[src/rtl/univ_shift_register_n.sv]
// univ_shift_register_n
//   Parametrised universal shift register with a start-triggered burst
//   serializer. When the block is idle, one of eight operations is applied
//   each cycle. A start request loads D and shifts it out LSB-first on sout
//   for WIDTH cycles. busy is high during the burst, and done pulses once
//   after the burst ends.
//
// Ports
//   clk    : rising-edge clock
//   rst    : asynchronous, active-high reset
//   mode   : operation select, honoured only when idle and start=0
//   D      : parallel load data (mode load and start)
//   sin_r  : serial input into the MSB on right shifts and burst shifts
//   sin_l  : serial input into the LSB on left shifts
//   start  : burst request, sampled on the clock edge
//   A      : register contents (registered)
//   sout   : serial output, always A[0]
//   busy   : high while a burst is in progress (registered)
//   done   : one-cycle pulse after the last burst shift (registered)
module univ_shift_register_n #(
  parameter int unsigned           WIDTH       = 8,
  parameter logic [WIDTH-1:0]      RESET_VALUE = '0
) (
  input  logic             clk,
  input  logic             rst,
  input  logic [2:0]       mode,
  input  logic [WIDTH-1:0] D,
  input  logic             sin_r,
  input  logic             sin_l,
  input  logic             start,
  output logic [WIDTH-1:0] A,
  output logic             sout,
  output logic             busy,
  output logic             done
);

  localparam int unsigned     CW   = $clog2(WIDTH);
  localparam logic [CW-1:0]   LAST = CW'(WIDTH - 1);

  typedef enum logic {
    IDLE  = 1'b0,
    SHIFT = 1'b1
  } state_t;

  typedef enum logic [2:0] {
    MODE_HOLD = 3'b000,
    MODE_SHR  = 3'b001,
    MODE_SHL  = 3'b010,
    MODE_ROR  = 3'b011,
    MODE_ROL  = 3'b100,
    MODE_LOAD = 3'b101,
    MODE_ASR  = 3'b110,
    MODE_CLR  = 3'b111
  } mode_t;

  state_t           state, state_n;
  mode_t            op;
  logic [WIDTH-1:0] a, a_n;
  logic [CW-1:0]    count, count_n;
  logic             busy_n, done_n;

  assign op = mode_t'(mode);

  // State register
  always_ff @(posedge clk or posedge rst) begin
    if (rst) begin
      state <= IDLE;
    end else begin
      state <= state_n;
    end
  end

  // Next-state logic. While a burst runs, start is dropped rather than queued.
  always_comb begin
    state_n = state;
    unique case (state)
      IDLE:  if (start)         state_n = SHIFT;
      SHIFT: if (count == LAST) state_n = IDLE;
      default:                  state_n = IDLE;
    endcase
  end

  // Datapath and status. busy and done are computed one cycle ahead so that
  // both leave the block registered.
  always_comb begin
    a_n     = a;
    count_n = count;
    unique case (state)
      IDLE: begin
        if (start) begin
          a_n     = D;
          count_n = '0;
        end else begin
          unique case (op)
            MODE_HOLD: a_n = a;
            MODE_SHR:  a_n = {sin_r, a[WIDTH-1:1]};
            MODE_SHL:  a_n = {a[WIDTH-2:0], sin_l};
            MODE_ROR:  a_n = {a[0], a[WIDTH-1:1]};
            MODE_ROL:  a_n = {a[WIDTH-2:0], a[WIDTH-1]};
            MODE_LOAD: a_n = D;
            MODE_ASR:  a_n = {a[WIDTH-1], a[WIDTH-1:1]};
            MODE_CLR:  a_n = '0;
            default:   a_n = a;
          endcase
        end
      end
      SHIFT: begin
        a_n     = {sin_r, a[WIDTH-1:1]};
        count_n = count + CW'(1);
      end
      default: begin
        a_n     = a;
        count_n = count;
      end
    endcase
    busy_n = (state_n == SHIFT);
    done_n = (state == SHIFT) && (count == LAST);
  end

  always_ff @(posedge clk or posedge rst) begin
    if (rst) begin
      a     <= RESET_VALUE;
      count <= '0;
      busy  <= 1'b0;
      done  <= 1'b0;
    end else begin
      a     <= a_n;
      count <= count_n;
      busy  <= busy_n;
      done  <= done_n;
    end
  end

  assign A    = a;
  assign sout = a[0];

endmodule

[config.mk]
export PLATFORM = sky130hd
export DESIGN_NAME = univ_shift_register_n
export DESIGN_NICKNAME = d
export VERILOG_FILES = /design/src/rtl/univ_shift_register_n.sv
export SDC_FILE = /design/constraint.sdc
export NUM_CORES = 1
export LEC_CHECK = 0
export ABC_AREA = 1
export BUFFER_PORTS_ARGS = -buffer_cell sky130_fd_sc_hd__buf_4
export CORE_MARGIN = 4
export CORE_UTILIZATION = 49
export CTS_BUF_LIST = sky130_fd_sc_hd__clkbuf_4 sky130_fd_sc_hd__clkbuf_8
export CTS_CLUSTER_SIZE = 25
export DETAILED_ROUTE_END_ITERATION = 8
export PLACE_DENSITY_LB_ADDON = 0.1
export RECOVER_POWER = 100
export SLEW_MARGIN = 0
export SYNTH_ARGS = -nofsm -noshare
export SYNTH_HDL_FRONTEND = slang
export SYNTH_SLANG_ARGS = --single-unit
[constraint.sdc]
create_clock -name clk -period 1.42 [get_ports clk]
set_clock_uncertainty 0.2 [all_clocks]
set_input_delay 0.071 -clock clk [delete_from_list [all_inputs] [get_ports clk]]
set_output_delay 0.071 -clock clk [all_outputs]
set_load 0.05 [all_outputs]
==> run summary <==
The filler cell count in the final layout came out at 193. The cell area that synthesis handed to floorplanning was 1040 um2. Setup repair after global routing could not meet its margin everywhere. In this run the count of I/O pins placed on the die edge is 27. The maximum frequency from static timing analysis is 719 MHz.

The number of DRC markers in iteration 0 is 19. The final-stage net count was 198; the combined global-route utilization of all metal layers was 21.4%. Entering global routing, the biggest net connects 15 pins. The H-tree level count was 1; the final estimated routing congestion in global placement was 0.802. For the final max-slew violation count, the log shows 0.

Number of distinct library cells after synthesis: 25. Buffers inserted during clock tree synthesis total 3. The cell count after placement was 192. Compared with the post-synthesis result, the final layout area differs by 26.7%.

The worst-path maximum fanout was 2. The count of final hold-check violations is 0. In the routed layout, each cell is associated on average with a via count of 5.35. In the final layout, flip-flops and latches occupy 327 um2. Following the worst setup path forward leads to its endpoint at count[2]. The tree is rooted in a clkbuf_4.

The logs give 162 for the synthesized net count and 0.29 ns for the clock latency reported for the late side of the worst-skew pair. For the worst setup path, the data required time is 1.41 ns. After clock tree synthesis, the clock-pin slew on the worst setup and hold paths is 0.09 ns.

STA classifies the critical path endpoint as a flop. The transition time at the pin with the least slew margin is 0.498 ns, and the register-to-register setup slack is 0.03 ns. Counting every instance in the synthesized netlist gives 144. The data arrival time at the worst-slack endpoint is 1.38 ns. Row generation in the floorplan step produced 16 rows.

For the sequential cell area fraction in the yosys report, the log shows 31.3%. The die covers 2920 um2. Iteration count of the initial detailed-routing pass: 4. The run finished with clean final reports. The via count of the first global-routing pass is 1,045, and the worst IR drop on VDD is 0.00107 V. The flip-flop and latch count after synthesis is 13.

The time the worst path needs with I/O delays and setup came out at 1.39 ns. The antenna diode count came out at 0. The most critical setup path has its startpoint at count[1].

Path type of the worst min-delay path: in -> reg. Measured along the x axis, the die boundary spans 54.0 um. In the routed design, unresolved DRC markers number 0. For the core region area, the log shows 1980 um2. Of the available clock period, the critical path in the final layout requires 97.9%. The tools report the destination of the worst register-to-register timing path as count[2]. Dividing total power by cell area gives a power density of 2010 nW/um2. For the total wire length after detailed routing, the log shows 2780 um. The analysis attributes to cell leakage a power of 0.658 nW.

The count of buffers added on input and output ports is 26. The clock net in this run drives a total of 13 sinks. In the final layout, the multi-input gates occupy 606 um2. After routing, the total negative slack on setup checks comes to 0 ns.

The first global-routing pass estimated 4540 um of wire. The clock passes through at most 2 buffers. The final-report setup violation count is 0, and the initial core utilization is 52.4%. In this run the remaining antenna-violating nets after routing total 0. For the worst flop-to-flop path, the logic depth is 3.

The startpoint identified for the worst register-to-register timing path is count[1]. Summed over all layers, the global routing overflow is 0. Summed over all nets, the half-perimeter wirelength after detailed placement is 1850 um.

Cells with a size suffix above 1 make up 30.2% of the layout. TritonCTS built the clock tree. Kind of start point of the critical path: a flop.

From bottom edge to top edge, the die measures 54.0 um. The category of the critical setup timing path was reg -> reg. The initial antenna violation count was 0. A synthesized cell averages 7.21 um2. The synthesis warning total was 0; the count of max-cap constraint violations was 0. Dividing the detail-routed wire length by the instance count gives 13.5 um. End-of-flow core utilization: 66.4%.

Detailed routing inserted a total of 1,103 vias. For the worst slew slack as a fraction of its limit, the log shows 66.8%. Leaving out filler cells and counting taps, the final layout contains 206.
-- per-layer routing --
layer	track usage (%)	routed length, um
met1	27.5	1170
met2	34.3	1370
met3	5.82	201
met4	7.47	30
met5	0	0
-- through the flow --
| stage | area, um2 | power [mW] | setup WS (ns) | hold slack, ns |
|---|---|---|---|---|
| after global routing | 1320 | 2.84 | -0.0210 | 0.0263 |
| after global placement | 1210 | 2.42 | 0.0620 | -0.0684 |
| final | 1320 | 2.64 | 0.0299 | 0.00622 |
| after CTS | 1320 | 2.70 | 0.0168 | 0.00631 |
| after floorplan | 1040 | 2.01 | 0.0290 | -0.252 |
| after detailed placement | 1210 | 2.44 | 0.0263 | -0.0604 |
-- layout make-up --
class / instances / share of cell area, %
well taps: 27 / 2.57
clock buffers: 3 / 1.71
clock inverters: 1 / 0.380
repair buffers: 37 / 21.0
multi-input cells: 114 / 46.0
flip-flops and latches: 13 / 24.8
inverters: 11 / 3.52
-- what timing repair did --
action                                  in CTS  in global routing
setup buffers                                0                  1
gates resized for setup                      0                  2
hold buffers                                 8                  0
endpoints found under the setup margin       0                  9
endpoints found under the hold margin       20                  0
-- power by group --
group	internal [mW]	switching, mW	total (mW)	leakage, nW
registers	0.559	0.222	0.782	0.156
logic	0.556	1.07	1.62	0.485
clock network	0.105	0.134	0.239	0.0177
total	1.22	1.42	2.64	0.658
-- synthesized netlist by cell type (all sizes together) --
cell | count | area, um2
a21boi | 1 | 7.51
a21oi | 9 | 75.1
a22o | 2 | 17.5
buf | 6 | 57.6
clkbuf | 1 | 13.8
clkinv | 1 | 8.76
dfrtp | 13 | 325
ha | 2 | 25.0
inv | 10 | 37.5
nand2 | 47 | 189
nand3 | 19 | 113
nand4 | 10 | 62.6
nor2 | 21 | 96.3
o21ai | 2 | 10.0
-- critical path, cell delays in order, from the launching register on --
cell	delay (ns)
dfrtp_1	0.40
ha_1	0.20
ha_1	0.26
a22o_1	0.22
-- sequential cells by signal, indices dropped and copies added, names as in the netlist --
register and cells:
count 3, A 8, busy 1, done 1
-- worst min path at each step --
stage,from,endpoint,slack [ns],cells after the start
2_1_floorplan,rst,A[0],-0.25,1
3_3_place_gp,rst,A[3],-0.07,2
3_5_place_dp,rst,A[3],-0.06,2
4_1_cts,D[7],A[7],0.006,5
5_1_grt,D[7],A[7],0.03,5
6_report,D[2],A[2],0.006,5
-- logic make-up after synthesis --
kind of cell	count (synthesis)	synth area share, %
DFF	13	31.3
buffers and inverters	18	11.3
AOI/OAI and AO/OA	14	10.6
adders and majority gates	2	2.41
and+or+nand+nor	97	44.3
-- cell usage in the layout (no fill, tap or decap), drive strengths merged --
| cell type | instances |
|---|---|
| o21ai | 2 |
| dfrtp | 13 |
| a21oi | 9 |
| inv | 10 |
| a21boi | 1 |
| ha | 2 |
| clkbuf | 14 |
| clkinv | 2 |
| nand3 | 20 |
| nand2 | 47 |
| nand4 | 10 |
| buf | 18 |
| a22o | 2 |
| dlygate4sd3 | 8 |
| nor2 | 21 |
Power figures use the tool's default switching activity.
